===== config.mk =====
export PLATFORM = sky130hd
export DESIGN_NAME = if_stage
export DESIGN_NICKNAME = d
export VERILOG_FILES = /design/src/rtl/if_stage_pkg.sv /design/src/rtl/if_id_reg.sv /design/src/rtl/if_stage.sv
export SDC_FILE = /design/constraint.sdc
export NUM_CORES = 1
export LEC_CHECK = 0
export ABC_AREA = 1
export BUFFER_PORTS_ARGS = -buffer_cell sky130_fd_sc_hd__buf_2
export CAP_MARGIN = 20
export CELL_PAD_IN_SITES_DETAIL_PLACEMENT = 1
export CELL_PAD_IN_SITES_GLOBAL_PLACEMENT = 2
export CORE_UTILIZATION = 24
export CTS_CLUSTER_DIAMETER = 60
export DETAILED_ROUTE_END_ITERATION = 6
export PLACE_DENSITY_LB_ADDON = 0.1
export SLEW_MARGIN = 20
export SYNTH_ARGS = -nofsm -noshare
export SYNTH_HDL_FRONTEND = slang
export SYNTH_SLANG_ARGS = --single-unit

===== constraint.sdc =====
create_clock -name cpu_clk -period 1.2 [get_ports cpu_clk]
set_input_delay 0.12 -clock cpu_clk [delete_from_list [all_inputs] [get_ports cpu_clk]]
set_output_delay 0.12 -clock cpu_clk [all_outputs]
set_load 0.1 [all_outputs]

===== src/rtl/if_stage_pkg.sv =====
// -----------------------------------------------------------------------------
// if_stage_pkg
// Shared constants and types for the instruction-fetch stage.
//   RESET_PC_DEFAULT : default first fetch address after reset
//   if_state_e       : fetch FSM state encoding
// -----------------------------------------------------------------------------
package if_stage_pkg;

   localparam logic [31:0] RESET_PC_DEFAULT = 32'h1C00_0000;

   typedef enum logic [1:0] {
      S_REQ  = 2'd0,   // presenting a fetch request
      S_WAIT = 2'd1,   // request accepted, waiting for data
      S_DROP = 2'd2,   // response still in flight but must be thrown away
      S_FULL = 2'd3    // data arrived while stalled, parked in hold buffer
   } if_state_e;

endpackage


===== src/rtl/if_id_reg.sv =====
// -----------------------------------------------------------------------------
// if_id_reg
// IF/ID pipeline register with flush / load / hold / bubble behaviour.
// Ports:
//   clk, rst     : clock, synchronous active-high reset
//   i_flush      : redirect; invalidates the register (highest priority)
//   i_load       : capture i_pc / i_inst as a valid instruction
//   i_stall      : hold current contents
//   i_pc, i_inst : PC and instruction to capture
//   o_id_pc, o_id_inst, o_id_valid : register contents
// -----------------------------------------------------------------------------
module if_id_reg (
   input  logic        clk,
   input  logic        rst,
   input  logic        i_flush,
   input  logic        i_load,
   input  logic        i_stall,
   input  logic [31:0] i_pc,
   input  logic [31:0] i_inst,
   output logic [31:0] o_id_pc,
   output logic [31:0] o_id_inst,
   output logic        o_id_valid
);

   logic [31:0] r_pc;
   logic [31:0] r_inst;
   logic        r_valid;

   // IF/ID register: flush beats load beats stall; otherwise insert a bubble
   always_ff @(posedge clk) begin
      if (rst) begin
         r_pc    <= 32'h0000_0000;
         r_inst  <= 32'h0000_0000;
         r_valid <= 1'b0;
      end else if (i_flush) begin
         r_valid <= 1'b0;
      end else if (i_load) begin
         r_pc    <= i_pc;
         r_inst  <= i_inst;
         r_valid <= 1'b1;
      end else if (i_stall) begin
         r_valid <= r_valid;
      end else begin
         r_valid <= 1'b0;
      end
   end

   assign o_id_pc    = r_pc;
   assign o_id_inst  = r_inst;
   assign o_id_valid = r_valid;

endmodule


===== src/rtl/if_stage.sv =====
// -----------------------------------------------------------------------------
// if_stage
// Instruction-fetch stage: one outstanding fetch, PC register, hold buffer
// for data that arrives while the pipeline is stalled, and the IF/ID register.
// Ports:
//   cpu_clk, cpu_rst            : clock, synchronous active-high reset
//   npc, jump_taken, stall      : next PC, redirect, hazard hold
//   inst_req, inst_addr         : fetch request / address (= if_pc)
//   inst_ack, inst_rvalid,
//   inst_rdata                  : request accept, data valid, data
//   if_pc                       : current fetch PC
//   id_pc, id_inst, id_valid    : IF/ID register contents
// -----------------------------------------------------------------------------
module if_stage
   import if_stage_pkg::*;
#(
   parameter logic [31:0] RESET_PC = RESET_PC_DEFAULT
) (
   input  logic        cpu_clk,
   input  logic        cpu_rst,
   input  logic [31:0] npc,
   input  logic        jump_taken,
   input  logic        stall,
   output logic        inst_req,
   output logic [31:0] inst_addr,
   input  logic        inst_ack,
   input  logic        inst_rvalid,
   input  logic [31:0] inst_rdata,
   output logic [31:0] if_pc,
   output logic [31:0] id_pc,
   output logic [31:0] id_inst,
   output logic        id_valid
);

   if_state_e   r_state;
   if_state_e   w_state_nxt;
   logic [31:0] r_pc;
   logic [31:0] r_buf;
   logic        w_pc_load;    // if_pc <= npc
   logic        w_id_load;    // capture into IF/ID
   logic        w_id_from_buf;
   logic        w_buf_load;
   logic [31:0] w_id_inst;

   // State, PC and hold-buffer registers
   always_ff @(posedge cpu_clk) begin
      if (cpu_rst) begin
         r_state <= S_REQ;
         r_pc    <= RESET_PC;
         r_buf   <= 32'h0000_0000;
      end else begin
         r_state <= w_state_nxt;
         if (w_pc_load) begin
            r_pc <= npc;
         end
         if (w_buf_load) begin
            r_buf <= inst_rdata;
         end
      end
   end

   // Next-state and control decode; a jump always wins over stall
   always_comb begin
      w_state_nxt   = r_state;
      w_pc_load     = 1'b0;
      w_id_load     = 1'b0;
      w_id_from_buf = 1'b0;
      w_buf_load    = 1'b0;
      case (r_state)
         S_REQ: begin
            if (jump_taken) begin
               w_pc_load   = 1'b1;
               // an accepted request to the old PC must be discarded
               w_state_nxt = inst_ack ? S_DROP : S_REQ;
            end else if (inst_ack) begin
               w_state_nxt = S_WAIT;
            end else begin
               w_state_nxt = S_REQ;
            end
         end
         S_WAIT: begin
            if (jump_taken) begin
               w_pc_load   = 1'b1;
               w_state_nxt = inst_rvalid ? S_REQ : S_DROP;
            end else if (inst_rvalid) begin
               if (stall) begin
                  w_buf_load  = 1'b1;
                  w_state_nxt = S_FULL;
               end else begin
                  w_id_load   = 1'b1;
                  w_pc_load   = 1'b1;
                  w_state_nxt = S_REQ;
               end
            end else begin
               w_state_nxt = S_WAIT;
            end
         end
         S_DROP: begin
            w_pc_load   = jump_taken;
            w_state_nxt = inst_rvalid ? S_REQ : S_DROP;
         end
         S_FULL: begin
            if (jump_taken) begin
               w_pc_load   = 1'b1;
               w_state_nxt = S_REQ;
            end else if (!stall) begin
               w_id_load     = 1'b1;
               w_id_from_buf = 1'b1;
               w_pc_load     = 1'b1;
               w_state_nxt   = S_REQ;
            end else begin
               w_state_nxt = S_FULL;
            end
         end
         default: begin
            w_state_nxt = S_REQ;
         end
      endcase
   end

   assign w_id_inst = w_id_from_buf ? r_buf : inst_rdata;

   if_id_reg u_if_id_reg (
      .clk        (cpu_clk),
      .rst        (cpu_rst),
      .i_flush    (jump_taken),
      .i_load     (w_id_load),
      .i_stall    (stall),
      .i_pc       (r_pc),
      .i_inst     (w_id_inst),
      .o_id_pc    (id_pc),
      .o_id_inst  (id_inst),
      .o_id_valid (id_valid)
   );

   assign inst_req  = (r_state == S_REQ);
   assign inst_addr = r_pc;
   assign if_pc     = r_pc;

endmodule


==> impl_metrics.py <==
metrics = {
    "global_route": {
        "grt_first_pass_wirelength_microns": 38100,
        "first_global_vias": 6937,
        "grt_usage": 0.184,
        "grt_antenna_before_repair": 1,
        "gr-total-overflow": 0,
        "grt_start_max_net_pins": 49,
    },
    "flow_run": {
        "drv_cap": 0,
    },
    "timing": {
        "rsz0062_at_grt": "yes",
        "fin_setup_tns_ns": -8.68,
        "drv_slew": 0,
        "setup_viol": 132,
        "fin_crit_ns": 1.34,
        "setup_slack_ns": -0.138,
        "worst_slew_pin_slew_ns": 0.415,
        "fin_crit_sh": 1.11,
        "relSlewSlack": 0.723,
        "finalHoldViolations": 0,
        "skew_ns": 0.0129,
        "fmax_mhz": 747,
    },
    "clock_network": {
        "cts_buffers": 17,
        "clock_tree.buffer_depth": 2,
        "clk_pin_slew_ns": 0.06,
        "cts.sinks": 131,
        "cts_tree": "done",
        "clock_latency_ns": 0.42,
        "h-tree-depth": 4,
        "cts-root-buf": "clkbuf_16",
    },
    "route": {
        "vias_per_cell": 4.52,
        "vias": 6864,
        "drcViolationCount": 0,
        "routedWlPerCell_microns": 16.8,
        "totalWireLength_microns": 25600,
        "drt_iter0_drc": 242,
        "firstDrtPassIters": 4,
        "ant_nets": 0,
    },
    "worst_hold_path": {
        "hp-start": "inst_rdata[29]",
        "worstHoldEndpoint": "r_buf[29]",
        "hold_class": "in -> reg",
        "holdPathStages": 3,
    },
    "critical_path": {
        "reg2reg_slack_ns": -0.14,
        "crit_top_cell": "buf_6",
        "cpPeakStageDelay_ns": 0.36,
        "cp-end-kind": "register",
        "worst_r2r_endpoint": "if_pc[1]",
        "path_cells": "buf_6, buf_6, nand3_4, clkbuf_16, a21oi_2, nor2_1",
        "critPathKind": "reg -> reg",
        "cp_slowest_cell": "dfxtp_4",
        "arrival_ns": 1.65,
        "r2r-start": "r_state[0]",
        "path_max_fanout": 6,
        "cp.required_ns": 1.51,
        "worst_setup_path_start_kind": "register",
        "reg2reg_depth": 6,
    },
    "logic_synthesis": {
        "synth_cell_types": 19,
        "synth_cells": 920,
        "yosysWarnings": 0,
        "syn_area_sq_um": 6260,
        "avgSynthCellArea_sq_um": 6.81,
        "syn-num-nets": 990,
        "seq_area_frac_synth": 0.419,
        "ys_ff_latch": 131,
    },
    "placement": {
        "numPortBuffers": 199,
        "dp_slack_ns": -0.142,
        "place_congestion": 0.710,
        "hpwl_microns": 14700,
    },
    "layout": {
        "areaGrowthSynthToFinish_pct": 86.4,
        "antenna_cells": 0,
        "final_common_cell": "nand2_1",
        "num-nets-final": 1249,
        "most-common-layout-cells": "nand2_1 (197), nor2_1 (98), dfxtp_2 (91)",
        "fin_util": 0.460,
        "layout-drive-gt1-share": 0.470,
    },
    "floorplanning": {
        "pin_count": 200,
        "die_width_microns": 164,
        "die_y_microns": 164,
        "die_area_sq_um": 26700,
        "num_rows": 58,
        "initial_core_util": 0.247,
        "core_area_sq_um": 25400,
    },
    "power_and_ir_drop": {
        "p_leak_nw": 5.46,
        "irDropWorstVdd_mv": 0.840,
        "power_density_nw_per_um2": 1200,
    },
    "run_status": {
        "failed_checks": "setup timing",
        "status": "finished with violations",
    },
}
-- cell usage after synthesis, drive strengths merged --
cell type	number	area [sq um]
dfxtp	131	2620
nand3	138	696
a21oi	94	470
nor2	137	537
nand3b	29	218
clkbuf	20	75.1
buf	83	559
nand2	210	791
inv	76	285
nor3	1	5.00
o21ai	1	5.00
-- layer usage --
metal,vias to the layer above,GRT usage,part of all wire
met4,2,0.0404,0.0068
met5,-,0,0.00051
li1,3404,-,-
met3,14,0.0356,0.036
met2,162,0.325,0.51
met1,3282,0.229,0.44
-- stage by stage --
stage	hold WS, ns	std cells	total power [W]	instance area (sq um)
6_report	0.0267	1520	0.0140	11700
5_1_grt	0.0131	1520	0.0145	11700
4_1_cts	0.00984	1507	0.0140	11000
3_5_place_dp	0.332	1389	0.00766	8530
3_3_place_gp	0.329	1389	0.00766	8530
2_1_floorplan	0.233	920	0.00681	6440
-- cells by family (layout without fill, tap and decap cells) --
family                 count (synthesis)  in the layout  share of synthesized area
AND/OR/NAND/NOR                      515            516                      0.359
flip-flops                           131            131                      0.419
buffers and inverters                179            448                      0.147
AO/OA/AOI/OAI                         95             95                     0.0759
-- sequential cells by signal (all words and copies together) (netlist names) --
signal,flops
r_buf,32
u_if_id_reg.o_id_valid,1
r_state,2
u_if_id_reg.o_id_inst,32
if_pc,32
u_if_id_reg.o_id_pc,32
-- area by class of cell --
class                           count  area (sq um)
Tap cell                          330           413
Multi-Input combinational cell    611          3430
Clock inverter                     12           205
Timing Repair Buffer              342          4130
Fill cell                        2922         13700
Inverter                           76           292
Sequential cell                   131          2770
Clock buffer                       18           439
-- worst max-delay path by stage --
| stage | start | to | slack (ns) |
|---|---|---|---|
| after floorplan | r_state[0] | inst_req | -0.13 |
| after global placement | r_state[0] | u_if_id_reg.o_id_inst[16] | -0.12 |
| after detailed placement | r_state[1] | u_if_id_reg.o_id_inst[19] | -0.14 |
| after CTS | if_pc[12] | inst_addr[12] | -0.14 |
| after global routing | r_state[1] | if_pc[1] | -0.20 |
| final | r_state[0] | if_pc[1] | -0.14 |
-- worst max-delay path, delay by kind of cell, from the launching register on --
kind                   cells  cell delay [ns]
DFF                        1             0.36
and+or+nand+nor            2             0.23
AOI/OAI and AO/OA          1             0.13
buffers and inverters      3             0.50
-- power by group --
group / switching [W] / internal, W
logic: 0.00221 / 0.00119
registers: 0.000216 / 0.00450
clock network: 0.00214 / 0.00374
total: 0.00456 / 0.00943
-- timing repair --
item,4_1_cts,5_1_grt
setup endpoints to repair,207,159
pin swaps,31,33
resized for setup,209,142
buffers inserted,10,6
cloned,15,11
hold buffers,63,0
hold endpoints to repair,63,0
Note: power is estimated with default switching activity, not from simulation.
